===== config.mk =====
export PLATFORM = sky130hd
export DESIGN_NAME = matrix_serializer
export DESIGN_NICKNAME = d
export VERILOG_FILES = /design/src/rtl/matrix_serializer.sv
export SDC_FILE = /design/constraint.sdc
export NUM_CORES = 1
export LEC_CHECK = 0
export CORE_MARGIN = 1
export CORE_UTILIZATION = 35
export DETAILED_ROUTE_END_ITERATION = 10
export GPL_ROUTABILITY_DRIVEN = 0
export PLACE_DENSITY = 0.56
export SLEW_MARGIN = 15
export SYNTH_ARGS = -nofsm -noshare
export SYNTH_HDL_FRONTEND = slang
export SYNTH_SLANG_ARGS = --single-unit

===== constraint.sdc =====
create_clock -name clk -period 5.27 [get_ports clk]
set_input_delay 0.527 -clock clk [delete_from_list [all_inputs] [get_ports clk]]
set_output_delay 0.527 -clock clk [all_outputs]
set_load 0.02 [all_outputs]

===== src/rtl/matrix_serializer.sv =====
// matrix_serializer: streams a latched 2x2 complex fixed-point matrix to a UART transmitter, 5 bytes LSB-first per element
module matrix_serializer #(
  parameter int NUMBER_BITS = 37,
  parameter bit SEND_HEADER = 1'b1,
  parameter logic [7:0] HEADER_BYTE = 8'h52
) (
  input  logic                     clk,
  input  logic                     reset,
  input  logic                     start,
  input  logic [8*NUMBER_BITS-1:0] matrix_in,
  input  logic                     transmit_available,
  output logic [7:0]               transmit_byte,
  output logic                     transmit_ready,
  output logic                     busy,
  output logic                     done
);
  localparam logic [5:0] HDR = 6'(int'(SEND_HEADER));
  localparam logic [5:0] TOTAL = 6'd40 + HDR;
  typedef enum logic [1:0] {IDLE, ISSUE, HOLDOFF} state_t;
  state_t state, state_n;
  logic [8*NUMBER_BITS-1:0] snap, snap_n;
  logic [5:0] cnt, cnt_n, idx;
  logic [2:0] k, b;
  logic [NUMBER_BITS-1:0] elem;
  logic [39:0] ext;
  logic [7:0] cur, byte_n;
  logic ready_n, busy_n, done_n;
  assign idx = cnt - HDR;
  assign k = 3'(idx / 6'd5);
  assign b = 3'(idx % 6'd5);
  assign elem = NUMBER_BITS'(snap >> (k * NUMBER_BITS));
  // top byte carries only the leftover element bits, zero-filled to match the receiver
  assign ext = 40'(elem);
  assign cur = (SEND_HEADER && cnt == 6'd0) ? HEADER_BYTE : 8'(ext >> {b, 3'b000});
  always_comb begin
    state_n = state;
    snap_n = snap;
    cnt_n = cnt;
    byte_n = transmit_byte;
    ready_n = 1'b0;
    busy_n = busy;
    done_n = 1'b0;
    case (state)
      IDLE: if (start) begin
        snap_n = matrix_in;
        cnt_n = 6'd0;
        busy_n = 1'b1;
        state_n = ISSUE;
      end
      ISSUE: if (transmit_available) begin
        byte_n = cur;
        ready_n = 1'b1;
        cnt_n = cnt + 6'd1;
        state_n = HOLDOFF;
      end
      HOLDOFF: begin
        state_n = (cnt == TOTAL) ? IDLE : ISSUE;
        done_n = (cnt == TOTAL);
        busy_n = (cnt != TOTAL);
      end
      default: state_n = IDLE;
    endcase
  end
  always_ff @(posedge clk) begin
    if (reset) begin
      state <= IDLE;
      snap <= '0;
      cnt <= '0;
      transmit_byte <= '0;
      transmit_ready <= 1'b0;
      busy <= 1'b0;
      done <= 1'b0;
    end else begin
      state <= state_n;
      snap <= snap_n;
      cnt <= cnt_n;
      transmit_byte <= byte_n;
      transmit_ready <= ready_n;
      busy <= busy_n;
      done <= done_n;
    end
  end
endmodule


# Word-level counts from Yosys, hierarchy flattened
# Cells that the tools add are included.
[op_classes]
eq_ne = 6
muxes = 11
reduce_logical = 11
div = 2
multipliers = 1
bitwise_logic = 2
n_addsub = 2
n_shift = 2
[ops]
columns = ["cell", "count"]
rows = [
  ["$shr A296 B9 Y37", 1],
  ["$shr A37 B6 Y8", 1],
  ["$mux W6", 2],
  ["$pmux W6 S2", 1],
  ["$mul A3 B6 Y9 const B", 1],
  ["$mux W8", 1],
  ["$reduce_and A2 Y1", 4],
  ["$add A6 B1 Y6 const B", 1],
  ["$div A6 B3 Y6 const B", 1],
  ["$eq A6 B6 Y1 const B", 1],
  ["$logic_not A6 Y1", 1],
  ["$mod A6 B3 Y6 const B", 1],
  ["$ne A6 B6 Y1 const B", 1],
  ["$pmux W2 S3", 1],
  ["$sub A6 B1 Y6 const B", 1],
  ["$mux W2", 2],
  ["$ne A2 B2 Y1 const B", 2],
  ["$reduce_bool A2 Y1", 2],
  ["$reduce_or A2 Y1", 2],
  ["$mux W1", 3],
  ["$reduce_and A3 Y1", 1],
  ["$eq A2 B1 Y1 const B", 1],
  ["$eq A2 B2 Y1 const B", 1],
  ["$logic_not A2 Y1", 1],
  ["2 further kinds", 3],
]
[totals]
elab_cells = 44
reg_bits = 315
inputBits = 300
out_inout_bits = 11

# Depth between registers and ports, before layout
# Gate-level depths: netlist of run 1.
[depth]
depth_word = 6
depth_mapped = 25
mapped_depth_nobuf = 18

# Least setup slack after synthesis of run 1
# No wires, ideal clock.
[synth_timing]
path_kind = "register to register"
start = "register cnt[0]"
end = "register transmit_byte[7]"
n_path_buf = 7
t_arrival_ns = 4.621
setup_slack_ns = 0.529
period_less_slack_ns = 4.741
path_stages_with_launch = 25
path_cell_list = "dfxtp_1 > buf_6 > buf_2 > clkbuf_1 > inv_1 > ha_1 > buf_2 > nor2b_1 > o211ai_1 > a21oi_1 > o31ai_2 > mux2i_1 > inv_1 > ha_1 > inv_1 > nor2_1 > o221a_1 > buf_4 > nand2_4 > buf_2 > buf_2 > nand2_1 > a31oi_1 > o22ai_1 > o31a_1"
[synth_via]
elab_chain_len = 6
word_cells_on_any_way = 8
cone_classes = "1 x add/sub; 1 x mul; 2 x div; 2 x shift; 1 x mux; 1 x reduce/logical"
[synth_rtl]
columns = ["element", "line", "source"]
rows = [
  ["start: declaration", "22", "logic [5:0] cnt, cnt_n, idx;"],
  ["start signal: assignment", "76", "cnt <= cnt_n;"],
  ["$sub A6 B1 Y6", "28", "assign idx = cnt - HDR;"],
  ["$div A6 B3 Y6", "29", "assign k = 3'(idx / 6'd5);"],
  ["$mul A3 B6 Y9", "31", "assign elem = NUMBER_BITS'(snap >> (k * NUMBER_BITS));"],
  ["$shr A296 B9 Y37", "31", ""],
  ["$shr A37 B6 Y8", "34", "assign cur = (SEND_HEADER && cnt == 6'd0) ? HEADER_BYTE : 8'(ext >> {b, 3'b000});"],
  ["$mux W8 (*)", "34", ""],
  ["end signal: assignment", "77", "transmit_byte <= byte_n;"],
  ["end: declaration", "12", "output logic [7:0] transmit_byte,"],
]
# Mark *: on every way between the ends. The rest lies on a longest branch, timed or not.
# A chain may end at the register's enable or synchronous reset.

# Worst setup path in the final report of run 1
[layout_timing]
start = "register cnt[1]"
end = "register transmit_byte[5]"
# The elaborated chain is that of the path after synthesis.

==> results of run 1 <==
state kept, by name, indices dropped and copies added (netlist names):
name,cells
snap,296
transmit_byte,8
cnt,6
state,2
busy,1
done,1
transmit_ready,1
cells by family (layout without fill, tap and decap cells):
kind of cell             after synthesis  count (layout)
AO/OA/AOI/OAI                        502             502
buffers and inverters                180             412
adder cells (fa/ha/maj)                7               7
XOR/XNOR                              12              12
multiplexers                          37              37
AND/OR/NAND/NOR                      960             960
flip-flops                           315             315
routing by layer:
layer,vias up,part of all wire [%]
met5,-,0
met4,0,3.7
met3,120,8.2
met2,647,44
met1,7187,44
li1,7241,-
stage by stage:
| stage | cell area (µm²) | cells | total power, mW |
|---|---|---|---|
| after floorplan | 14680 | 2013 | 3.147 |
| after global placement | 18020 | 2712 | 3.629 |
| after detailed placement | 18020 | 2712 | 3.635 |
| after CTS | 19180 | 2777 | 6.086 |
| after global routing | 19180 | 2777 | 6.293 |
| final | 19180 | 2777 | 6.054 |
how the worst max path moves through the flow:
| stage | endpoint | depth (start not counted) |
|---|---|---|
| 3_3_place_gp | transmit_byte[6] | 18 |
| 4_1_cts | transmit_byte[6] | 19 |
| 5_1_grt | transmit_byte[0] | 18 |
| 6_report | transmit_byte[5] | 16 |
| 3_5_place_dp | transmit_byte[6] | 19 |
| 2_1_floorplan | transmit_byte[7] | 24 |
critical path, cell delays in order (launching register included):
cell and delay, ns:
dfxtp_2 0.47, inv_1 0.13, ha_1 0.37, xnor2_1 0.33, nand2_1 0.11, and3_1 0.19, o31ai_2 0.32, mux2i_1 0.27
inv_1 0.10, ha_1 0.24, nor2_1 0.25, o221a_2 0.29, buf_4 0.46, a21oi_1 0.15, a211oi_1 0.63, o32ai_1 0.15
o31a_1 0.32
cell type report:
| class | instances | area, µm² | area share [%] |
|---|---|---|---|
| sequential | 315 | 6307 | 32.88 |
| clock inverter | 11 | 65.06 | 0.3392 |
| multi-input combinational | 1518 | 7609 | 39.66 |
| timing repair buffer | 338 | 3410 | 17.77 |
| clock buffer | 54 | 1092 | 5.694 |
| inverter | 9 | 33.78 | 0.1761 |
| tap | 532 | 665.6 | 3.470 |
report_power, final:
group | switching [mW] | total (mW) | internal (mW)
Clock | 1.02 | 2.46 | 1.44
Combinational | 0.542 | 0.959 | 0.416
Sequential | 0.0968 | 2.63 | 2.54
Total | 1.66 | 6.05 | 4.39
cell usage in the layout, fill, tap and decap left out, drive strengths merged, types with 7 or more instances in the layout:
master and n:
a211oi 9, a21oi 349, a311oi 9, a31oi 14, and3 10, buf 29
clkbuf 54, clkdlybuf4s50 309, clkinv 9, dfxtp 315, ha 7, inv 10
mux2 7, mux2i 27, nand2 771, nand3 84, nand4 9, nor2 36
nor2b 7, nor3 21, nor4 7, o21ai 21, o221ai 10, o22ai 11
o31ai 7, xnor2 8
==> flow_metrics.tcl, run 1 <==
set metrics [dict create \
    hp-class "flop to flop" \
    drive_above_1_share_pct 5.791 \
    fin_skew_ns 0.02254 \
    start_util_pct 35.71 \
    fin_hold_ws_ns 0.4530 \
    synth-edff-count 0 \
    met3_usage_pct 4.914 \
    antenna_found_initial 0 \
    grt_usage_pct 26.31 \
    die_h_um 206.8 \
    synth-xor-area-share_pct 0.8183 \
    postCtsSetupRepairBufs 0 \
    synth_seq_cells 315 \
    path_clk_slew_ns 0.06 \
    cts_inserted_buffers 37 \
    synth_nets 2320 \
    required_ns 5.69 \
    synth.most_common_cell "nand2_1" \
    avgSynthCellArea_um2 7.292 \
    yosys_most_used_dff "dfxtp_1" \
    irDropWorstVdd_uv 199.4 \
    routed-via-count 15200 \
    clk_latency_ns 0.54 \
    synth.distinct_cells 85 \
    ys_seq_area_share_pct 42.96 \
    core_area_um2 41110 \
    worstSetupPathType "flop to flop" \
    synth_compound_area_share_pct 20.64 \
    yosysTopAreaCellShare_pct 42.96 \
    r2r_cells 16 \
    port_buffers 310 \
    max_slew_margin_pct 26.95 \
    finalSetupViolations 0 \
    dp_slack_ns 0.1389 \
    dr.pass1.iters 8 \
    fillCellCount 4157 \
    grt_pass1_vias 14150 \
    muxShareOfSynthArea_pct 2.838 \
    gr-usage-met2_pct 40.74 \
    synthCells 2013 \
    failed_checks "design-rule violations" \
    clockBufferDepth 3 \
    drv_slew 0 \
    grt-ovfl-total 0 \
    synth_area_leaders "dfxtp_1 43%, nand2_1 20%, a21oi_1 12%, clkbuf_1 3.1%, nand3_1 2.9%" \
    cts_resized 0 \
    yosysWarnings 0 \
    setup_slack_ns 0.3369 \
    nets 2526 \
    cts_sinks 315 \
    rrSetupSlack_ns 0.34 \
    status "finished, violations left" \
    grt_max_degree 208 \
    grt_pass1_wl_um 85590 \
    cts_tree "yes" \
    first_iter_violations 1456 \
    start_kind "flop" \
    hpwl_um 41180 \
    met1_usage_pct 36.08 \
    hold_buffers 0 \
    finalCritPeriodShare_pct 93.61 \
    synth_top_area_cell "dfxtp_1" \
    viasPerCell 5.472 \
    rr_startpoint "cnt[1]" \
    rsz0062_at_grt "no" \
    critPathMaxFanout 43 \
    final_util_pct 46.66 \
    syn2layout_area_growth_pct 30.68 \
    critical_path.endpoint_type "flop" \
    setup-tns-final_ns 0 \
    die_w_um 206.8 \
    ctsHtreeMaxLevel 2 \
    netlist_top_cells_count "770 x nand2_1, 347 x a21oi_1, 315 x dfxtp_1" \
    finalCriticalPeriod_ns 4.933 \
    worst_slew_pin_slew_ns 1.096 \
    cts-root-buf "clkbuf_16" \
    diodes 0 \
    synth_area_um2 14680 \
    rows 74 \
    grt-busiest-layer "met2" \
    drc 18 \
    synthSimpleGateAreaFrac_pct 26.72 \
    cp.arrival_ns 5.36 \
    powerDensity_nw_per_um2 315.6 \
    min-delay-start "snap[104]" \
    dieArea_um2 42760 \
    drtAntennaViolNets 0 \
    rr_endpoint "transmit_byte[5]" \
    cap_violations 0 \
    wire_per_inst_um 20.73 \
    p_leak_nw 6.854 \
    wl_um 57570 \
    hold_viol 0 \
    synthArstFlopShare_pct 0 \
    ios 311 \
    synth_adder_area_share_pct 0.5967 \
    hold_end "snap[104]" \
    fmax_mhz 202.7 \
    crit_path_start "cnt[1]" \
    synth_top_family_by_area "simple AND/OR/NAND/NOR gates" \
    holdPathStages 2 \
]
(Power assumes the default switching activity.)
==> run 2: changes to the inputs <==
- PLACE_DENSITY: 0.56 -> 0.59
- clock period: 5.27 -> 4.4 ns (I/O delays scaled with it)
==> run 2 against run 1 <==
Largest cell class unchanged. Flip-flop and latch count unchanged. The flow still finishes with violations (design-rule violations). Critical path type unchanged. Power increased by 25%. Hold slack got worse by 0.016 ns.
==> flow_metrics.tcl, run 2 (synthesis gave the netlist of run 1 again) <==
set metrics [dict create \
    cp.arrival_ns 4.65 \
    clock_power_share_pct 42.6 \
    powerDensity_nw_per_um2 384.9 \
    worst_slew_pin_slew_ns 1.067 \
    hold_viol 0 \
    failed_checks "design-rule violations" \
    start_kind "flop" \
    hp-class "input port to flop" \
    path_clk_slew_ns 0.06 \
    dp_cells 2738 \
    viasPerCell 5.442 \
    routed-via-count 15270 \
    first_iter_violations 1749 \
    drtAntennaViolNets 0 \
    grt_pass1_wl_um 85520 \
    wire_per_inst_um 20.53 \
    fmax_mhz 235.6 \
    cts_tree "yes" \
    power_frac_seq_pct 42.0 \
    clk_latency_ns 0.52 \
    p_int_mw 5.544 \
    top_register "snap" \
    dieArea_um2 42760 \
    r2r_cells 18 \
    regArea_um2 6307 \
    critical_path.endpoint_type "flop" \
    drive_above_1_share_pct 7.564 \
    finalCritPeriodShare_pct 96.46 \
    syn2layout_area_growth_pct 33.57 \
    place_area_um2 18270 \
    instances_no_fill 2806 \
    fillCellCount 4220 \
    holdPathStages 2 \
    p_switching_mw 2.002 \
    drv_slew 0 \
    drc 18 \
    dp_slack_ns 0.1693 \
    rows 74 \
    diodes 0 \
    cts-root-buf "clkbuf_16" \
    multiInputGateArea_um2 7666 \
    antenna_found_initial 0 \
    hpwl_um 42620 \
    clockBufferDepth 3 \
    status "finished, violations left" \
    cap_violations 0 \
    grt-ovfl-total 0 \
    ctsHtreeMaxLevel 2 \
    max_slew_margin_pct 28.89 \
    nets 2554 \
    die_w_um 206.8 \
    grt_usage_pct 26.21 \
    final_cell_mix "768 x nand2_1, 347 x a21oi_1, 314 x dfxtp_1" \
    fin_area_um2 19610 \
    grt_pass1_vias 14590 \
    start_util_pct 35.71 \
    reg_top3 "snap: 296 flops, transmit_byte: 8 flops, cnt: 6 flops" \
    setup-tns-final_ns 0 \
    ios 311 \
    cts_inserted_buffers 36 \
    worstSetupPathType "flop to flop" \
    fin_skew_ns 0.01199 \
    setup_slack_ns 0.1560 \
    port_buffers 310 \
    pwr-share-comb_pct 15.4 \
    hold_buffers 0 \
    cts_sinks 315 \
    dr.pass1.iters 9 \
    irDropWorstVdd_uv 238.8 \
    finalCriticalPeriod_ns 4.244 \
    p_leak_nw 7.065 \
    grt_max_degree 145 \
    required_ns 4.80 \
    wl_um 57610 \
    critPathMaxFanout 16 \
    core_area_um2 41110 \
    largest_reg_flops 296 \
    layout_commonest_cell "nand2_1" \
    finalSetupViolations 0 \
    switching_share_pct 26.53 \
    die_h_um 206.8 \
]
run 2: cell count changes in the layout (fill, tap and decap cells not counted), sizes merged:
cell,before,now
buf,29,58
bufinv,0,5
clkbuf,54,51
clkinv,9,7
clkinvlp,1,2
inv,10,9
run 2: area by class of cell:
class / instances / share of cell area, %
clock buffer: 51 / 5.456
clock inverter: 14 / 1.098
inverter: 9 / 0.1723
multi-input combinational: 1518 / 39.10
sequential: 315 / 32.17
tap: 532 / 3.395
timing repair buffer: 367 / 18.61
run 2: layer usage:
layer | vias to the layer above | track usage, % | share of wire, %
li1 | 7288 | - | -
met5 | - | 0 | 0
met1 | 7184 | 34.98 | 43
met2 | 675 | 42.55 | 45
met4 | 0 | 8.916 | 3.6
met3 | 124 | 4.631 | 8.1
run 2: power groups by stage:
| stage | logic, mW | clock network (mW) | registers [mW] |
|---|---|---|---|
| 2_1_floorplan | 0.602 | 0 | 3.17 |
| 3_3_place_gp | 1.14 | 0 | 3.22 |
| 3_5_place_dp | 1.15 | 0 | 3.22 |
| 4_1_cts | 1.16 | 3.25 | 3.16 |
| 5_1_grt | 1.26 | 3.37 | 3.18 |
| 6_report | 1.16 | 3.22 | 3.17 |
run 2: stage by stage:
step	hold slack, ns	power [mW]	util (%)
floorplan	0.4319	3.772	-
global placement	0.4401	4.367	44.45
detailed placement	0.4470	4.374	44.45
CTS	0.4553	7.571	47.57
global route	0.4650	7.807	47.69
finish	0.4374	7.546	47.69
run 2: path summary, 6_finish.rpt:
kind | startpoint | end | slack (ns)
hold / removal | reset | state[1] | 0.44
hold reg to reg | snap[115] | snap[115] | 0.45
setup reg to reg | cnt[1] | transmit_byte[5] | 0.16
setup / recovery | cnt[1] | transmit_byte[5] | 0.16
run 2: what timing repair did:
item | in CTS | in global routing
resized for setup | 0 | 6
setup buffers | 0 | 3
setup endpoints to repair | 0 | 6
run 2: critical path, stage by stage (launching register included):
cell	delay [ns]
dfxtp_1	0.31
inv_1	0.10
ha_1	0.27
nor3b_1	0.26
xnor2_1	0.19
nor4_2	0.08
o31ai_4	0.29
mux2i_2	0.26
inv_1	0.11
ha_1	0.24
nor2_2	0.20
o221ai_4	0.17
nor2_8	0.36
buf_4	0.24
nor3_1	0.07
o21ai_1	0.37
a311o_1	0.19
o2111ai_1	0.14
o31a_1	0.27
